$ cat config.mk
export PLATFORM = sky130hd
export DESIGN_NAME = mem_port_arbiter
export DESIGN_NICKNAME = d
export VERILOG_FILES = /design/src/rtl/mem_port_arbiter_pkg.sv /design/src/rtl/mem_port_arbiter_arb_grant_select.sv /design/src/rtl/mem_port_arbiter.sv
export SDC_FILE = /design/constraint.sdc
export NUM_CORES = 1
export LEC_CHECK = 0
export BUFFER_PORTS_ARGS = -buffer_cell sky130_fd_sc_hd__buf_2
export CORE_MARGIN = 2
export CORE_UTILIZATION = 40
export DETAILED_ROUTE_END_ITERATION = 8
export GPL_TIMING_DRIVEN = 0
export PLACE_DENSITY = 0.75
export SLEW_MARGIN = 40
export SYNTH_ARGS = -nofsm -noshare
export SYNTH_HDL_FRONTEND = slang
export SYNTH_SLANG_ARGS = --single-unit
$ cat constraint.sdc
create_clock -name iCLK -period 1.4 [get_ports iCLK]
set_input_delay 0 -clock iCLK [delete_from_list [all_inputs] [get_ports iCLK]]
set_output_delay 0 -clock iCLK [all_outputs]
set_load 0.005 [all_outputs]
$ cat src/rtl/mem_port_arbiter_pkg.sv
// Shared encodings and defaults for the single-port memory arbiter.
// Build option ARB_RR_EN selects round-robin instead of data-first arbitration.
package mem_port_arbiter_pkg;

    typedef enum logic [1:0] {
        IDLE   = 2'd0,
        ACCESS = 2'd1,
        RESP   = 2'd2
    } state_t;

    localparam logic [1:0] GNT_NONE = 2'b00;
    localparam logic [1:0] GNT_I    = 2'b01;
    localparam logic [1:0] GNT_D    = 2'b10;

    localparam int DEF_MEM_LATENCY = 2;

endpackage

$ cat src/rtl/mem_port_arbiter_arb_grant_select.sv
// Combinational winner selection between instruction and data requesters.
// ARB_RR_EN defined: alternate on contention using the previous grant; else data wins.
module arb_grant_select
    import mem_port_arbiter_pkg::*;
(
    input  logic       iIReq,
    input  logic       iDReq,
`ifdef ARB_RR_EN
    input  logic [1:0] iLastGrant,
`endif
    output logic [1:0] oWinner
);

    always_comb begin
        oWinner = GNT_NONE;
        if (iIReq && iDReq) begin
`ifdef ARB_RR_EN
            oWinner = (iLastGrant == GNT_D) ? GNT_I : GNT_D;
`else
            oWinner = GNT_D;
`endif
        end else if (iDReq) begin
            oWinner = GNT_D;
        end else if (iIReq) begin
            oWinner = GNT_I;
        end
    end

endmodule

$ cat src/rtl/mem_port_arbiter.sv
// Shares one single-ported memory between instruction fetch and data buses.
// Optional build macro ARB_RR_EN enables round-robin arbitration on contention.
module mem_port_arbiter
    import mem_port_arbiter_pkg::*;
#(
    parameter int MEM_LATENCY = DEF_MEM_LATENCY,
    parameter int CNT_W       = 4
) (
    input  logic        iCLK,
    input  logic        iRST,
    input  logic        iIReq,
    input  logic [31:0] iIAddress,
    output logic [31:0] oIReadData,
    output logic        oIValid,
    input  logic        iDReq,
    input  logic        iDWrite,
    input  logic [3:0]  iDByteEnable,
    input  logic [31:0] iDAddress,
    input  logic [31:0] iDWriteData,
    output logic [31:0] oDReadData,
    output logic        oDValid,
    output logic        oMReadEnable,
    output logic        oMWriteEnable,
    output logic [3:0]  oMByteEnable,
    output logic [31:0] oMAddress,
    output logic [31:0] oMWriteData,
    input  logic [31:0] iMReadData,
    output logic [1:0]  oGrant,
    output logic        oBusy,
    output logic [1:0]  oDbgState
);

    localparam logic [CNT_W-1:0] CNT_LAST = CNT_W'(MEM_LATENCY - 1);

    state_t            state_q, state_d;
    logic [CNT_W-1:0]  cnt_q;
    logic [1:0]        grant_q;
    logic              write_q;
    logic [3:0]        be_q;
    logic [31:0]       addr_q;
    logic [31:0]       wdata_q;
    logic [31:0]       rdata_q;
    logic [1:0]        winner;

`ifdef ARB_RR_EN
    logic [1:0]        last_grant_q;

    arb_grant_select u_sel (
        .iIReq      (iIReq),
        .iDReq      (iDReq),
        .iLastGrant (last_grant_q),
        .oWinner    (winner)
    );
`else
    arb_grant_select u_sel (
        .iIReq   (iIReq),
        .iDReq   (iDReq),
        .oWinner (winner)
    );
`endif

    always_ff @(posedge iCLK) begin
        if (!iRST) state_q <= IDLE;
        else       state_q <= state_d;
    end

    always_comb begin
        state_d = state_q;
        case (state_q)
            IDLE:    if (winner != GNT_NONE) state_d = ACCESS;
            ACCESS:  if (cnt_q == CNT_LAST) state_d = RESP;
            RESP:    state_d = IDLE;
            default: state_d = IDLE;
        endcase
    end

    // Holding registers freeze the winner's request so later input changes are ignored.
    always_ff @(posedge iCLK) begin
        if (!iRST) begin
            cnt_q   <= '0;
            grant_q <= GNT_NONE;
            write_q <= 1'b0;
            be_q    <= '0;
            addr_q  <= '0;
            wdata_q <= '0;
            rdata_q <= '0;
`ifdef ARB_RR_EN
            last_grant_q <= GNT_I;
`endif
        end else begin
            case (state_q)
                IDLE: begin
                    if (winner != GNT_NONE) begin
                        grant_q <= winner;
                        cnt_q   <= '0;
`ifdef ARB_RR_EN
                        last_grant_q <= winner;
`endif
                        if (winner == GNT_D) begin
                            write_q <= iDWrite;
                            be_q    <= iDByteEnable;
                            addr_q  <= iDAddress;
                            wdata_q <= iDWriteData;
                        end else begin
                            write_q <= 1'b0;
                            be_q    <= 4'hF;
                            addr_q  <= iIAddress;
                            wdata_q <= '0;
                        end
                    end
                end
                ACCESS: begin
                    cnt_q <= cnt_q + CNT_W'(1);
                    if (cnt_q == CNT_LAST) rdata_q <= iMReadData;
                end
                RESP:    grant_q <= GNT_NONE;
                default: ;
            endcase
        end
    end

    always_comb begin
        oIReadData    = '0;
        oIValid       = 1'b0;
        oDReadData    = '0;
        oDValid       = 1'b0;
        oMReadEnable  = 1'b0;
        oMWriteEnable = 1'b0;
        oMByteEnable  = '0;
        oMAddress     = '0;
        oMWriteData   = '0;
        oGrant        = grant_q;
        oBusy         = (state_q != IDLE);
        oDbgState     = state_q;
        case (state_q)
            ACCESS: begin
                oMAddress     = addr_q;
                oMByteEnable  = be_q;
                oMWriteData   = wdata_q;
                oMReadEnable  = !write_q;
                // A store is issued once only so side-effecting MMIO sees a single write.
                oMWriteEnable = write_q && (cnt_q == '0);
            end
            RESP: begin
                if (grant_q == GNT_I) begin
                    oIValid    = 1'b1;
                    oIReadData = rdata_q;
                end else if (grant_q == GNT_D) begin
                    oDValid    = 1'b1;
                    oDReadData = write_q ? 32'h0 : rdata_q;
                end
            end
            default: ;
        endcase
    end

endmodule

==> results.rst <==
.. list-table::
   :header-rows: 1

   * - Metric
     - Value
   * - Power share of the sequential group
     - 41.2%
   * - Vert. Die Dim
     - 121 um
   * - Via density
     - 5.10
   * - Power Dens Cells
     - 851 nW/um2
   * - Violations in the final reports
     - negative setup slack
   * - Count of input and output buffers
     - 275
   * - Count of different cell masters after synthesis
     - 37
   * - Final setup violation count
     - 232
   * - Clock slew at the register clock pins of the worst setup and hold paths
     - 0.07 ns
   * - Fraction of registers with async set or reset after synthesis
     - 0%
   * - Count of standard-cell rows
     - 42
   * - CP max FO
     - 9
   * - Start-to-end type of the worst setup path
     - register to output port
   * - Share of cells above drive strength 1
     - 49.5%
   * - Initial antenna violation count
     - 0
   * - Number of nets in the final layout
     - 1,190
   * - Clock sinks
     - 109
   * - Most used flip-flop cell after synthesis
     - dfxtp_1
   * - Routability-driven placement congestion ratio
     - 0.781
   * - Worst slack at placement
     - -0.238 ns
   * - Largest net degree at the start of global routing
     - 18
   * - Path category of the worst min-delay check
     - input port to register
   * - Number of nets still failing antenna checks after routing
     - 0
   * - Crit start category
     - register
   * - Maximum Capacitance Violations
     - 0
   * - F_max
     - 582 MHz
   * - Clock Skew
     - 0.00726 ns
   * - Status
     - finished with violations
   * - Final Slew Violations
     - 0
   * - Number of cells produced by synthesis
     - 643
   * - Part of the power in combinational logic
     - 29.3%
   * - Crit path capture type
     - output port
   * - Area of the die
     - 14,600 um2
   * - Post-synthesis sequential area ratio
     - 40.0%
   * - Commonest non-fill, non-tap cells in the layout
     - buf_2 (215), dfxtp_1 (107), nand2_1 (100)
   * - Switching portion of total power
     - 28.6%
   * - Clock power frac
     - 29.4%
   * - Number of synthesized register bits
     - 109
   * - TritonCTS clock tree
     - yes
   * - Worst-Margin Slew
     - 0.906 ns
   * - Final critical-path share of the clock period
     - 123%
   * - CTS H-tree lvls
     - 3
   * - Leading area contributor after synthesis
     - dfxtp_1
   * - Latest clock arrival within the worst-skew pair
     - 0.35 ns
   * - Most common library cell in the layout ignoring fill and taps
     - buf_2
   * - Number of primary I/O pins
     - 278
   * - Setup TNS Final
     - -51.09 ns
   * - HPWL after detailed placement
     - 12.3 mm
   * - TritonCTS Buffers
     - 9
   * - Total vias in the final route
     - 6,286
   * - Starting Density
     - 41.1%
   * - Yosys synthesis warning count
     - 0
   * - Total wire length after detailed routing
     - 22.2 mm
   * - Unrepaired setup endpoints after global routing
     - yes
   * - Data required time of the critical path
     - 1.40 ns
   * - Internal power component
     - 6.03 mW
   * - Post-DR wirelength/cell
     - 18.0 um
   * - Overflow left after global routing
     - 0
   * - Fin crit period
     - 1.72 ns
   * - Buffer levels on the longest clock path
     - 2
   * - Portion of synthesized cell area occupied by the leading cell type
     - 40.0%
   * - Number of enable flip-flop cells after synthesis
     - 0
   * - Endpoint arrival time on the critical path
     - 1.72 ns
   * - Number of hold-slack violations in the final timing report
     - 0
   * - Iteration-0 DRC count of the detailed router
     - 369
   * - Switching power summed over all nets
     - 2.42 mW
   * - Number of optimization iterations in the first detailed-route pass
     - 4
   * - Synthesized netlist net count
     - 783
   * - Via count of the first global-routing pass
     - 5,924
   * - Top post-synthesis cells by area
     - dfxtp_1 (40%), and2_1 (15%), mux2i_1 (12%), nand2_1 (6.9%), a21oi_1 (6.3%)
   * - Width of the die
     - 121 um
   * - Drc violations
     - 0
   * - Global-route wire length before repair
     - 29.6 mm
   * - Pleak
     - 4.53 nW
   * - Maximum VDD drop
     - 0.000658 V
   * - Tot GR Track Use
     - 25.4%
   * - Final setup margin
     - -0.317 ns
   * - Max-Slew Margin vs Limit
     - 39.6%
   * - CTS Root Cell
     - clkbuf_16
   * - Synth Area per Inst
     - 8.49 um2
   * - Core Region
     - 13,300 um2
   * - Layout-stage area growth over the synthesis result
     - 81.9%
   * - Cell area after synthesis
     - 5460 um2
-- repair_timing --
action | in CTS | in global routing
endpoints found under the hold margin | 75 | 0
buffers inserted | 25 | 12
gates resized for setup | 123 | 239
cloned | 10 | 10
pin swaps | 24 | 85
endpoints found under the setup margin | 234 | 243
hold buffers | 79 | 0
-- layout make-up --
cell class                 instances  area (um2)
fill                             927        3360
inverter                           4        17.5
antenna                            2        5.00
tap                              176         220
multi-input combinational        470        3430
sequential                       109        2190
buffer                            52         463
clock inverter                     4        31.3
clock buffer                      12         256
timing repair buffer             404        3320
-- metal layers --
layer | vias to the layer above | global-route usage, % | wire length, um
met5 | - | 0 | 0
met4 | 0 | 7.19 | 668
met3 | 49 | 5.19 | 1150
met2 | 247 | 46.2 | 11800
met1 | 2991 | 30.0 | 8530
li1 | 2999 | - | -
-- registers in the layout, indices dropped and copies added (netlist names) --
name and count:
addr_q 32, rdata_q 32, wdata_q 32, be_q 4, cnt_q 4, oDbgState 2, oGrant 2, write_q 1
-- synthesized netlist by cell type, types with 4 or more instances --
| cell type | number |
|---|---|
| dfxtp_1 | 109 |
| mux2i_1 | 64 |
| nor2_1 | 6 |
| o221a_2 | 4 |
| buf_6 | 7 |
| o21ai_0 | 34 |
| nand2_1 | 100 |
| a211oi_1 | 30 |
| buf_2 | 10 |
| and2_1 | 133 |
| clkbuf_1 | 38 |
| a21oi_1 | 69 |
-- critical path: stages (launching register included) --
cell      delay [ns]
dfxtp_2         0.32
buf_6           0.12
buf_12          0.12
nor2b_4         0.16
buf_12          0.17
buf_4           0.12
clkbuf_8        0.13
and2_4          0.15
buf_6           0.09
-- kinds of logic (layout without fill, tap and decap cells) --
logic type | Yosys count | after routing | share of synthesized area (%)
AND/OR/NAND/NOR | 257 | 257 | 25.2
AO/OA/AOI/OAI | 145 | 145 | 15.6
flip-flops | 109 | 109 | 40.0
multiplexers | 64 | 64 | 11.7
buffers and inverters | 64 | 476 | 6.62
adder cells (fa/ha/maj) | 3 | 3 | 0.688
XOR/XNOR | 1 | 1 | 0.160
other | 0 | 2 | 0
-- power by group through the flow --
stage / Clock, mW / Sequential, mW / Combinational (mW)
after floorplan: 0 / 3.47 / 0.821
final: 2.48 / 3.48 / 2.48
after detailed placement: 0 / 3.50 / 1.34
after global placement: 0 / 3.49 / 1.33
after global routing: 2.64 / 3.50 / 2.63
after CTS: 2.53 / 3.44 / 1.92
-- worst paths after layout --
| kind | startpoint | endpoint | slack [ns] | cells past startpoint |
|---|---|---|---|---|
| worst max register to register | oDbgState[1] | be_q[2] | -0.30 | 10 |
| worst max-delay path | oDbgState[1] | oMWriteData[22] | -0.32 | 8 |
| worst min-delay path | iIAddress[3] | addr_q[3] | 0.04 | 3 |
| worst min register to register | wdata_q[31] | wdata_q[31] | 0.45 | 2 |
-- stage by stage --
step	power, mW	std cells	instance area (um2)	hold WS (ns)	util (%)
2_1_floorplan	4.29	643	5460	0.140	-
3_3_place_gp	4.82	1094	7060	0.248	53.1
3_5_place_dp	4.84	1094	7060	0.252	53.1
4_1_cts	7.88	1219	8850	0.000129	66.6
5_1_grt	8.77	1231	9930	0.0423	74.7
6_report	8.45	1233	9930	0.0413	74.7
Power figures use the tool's default switching activity.
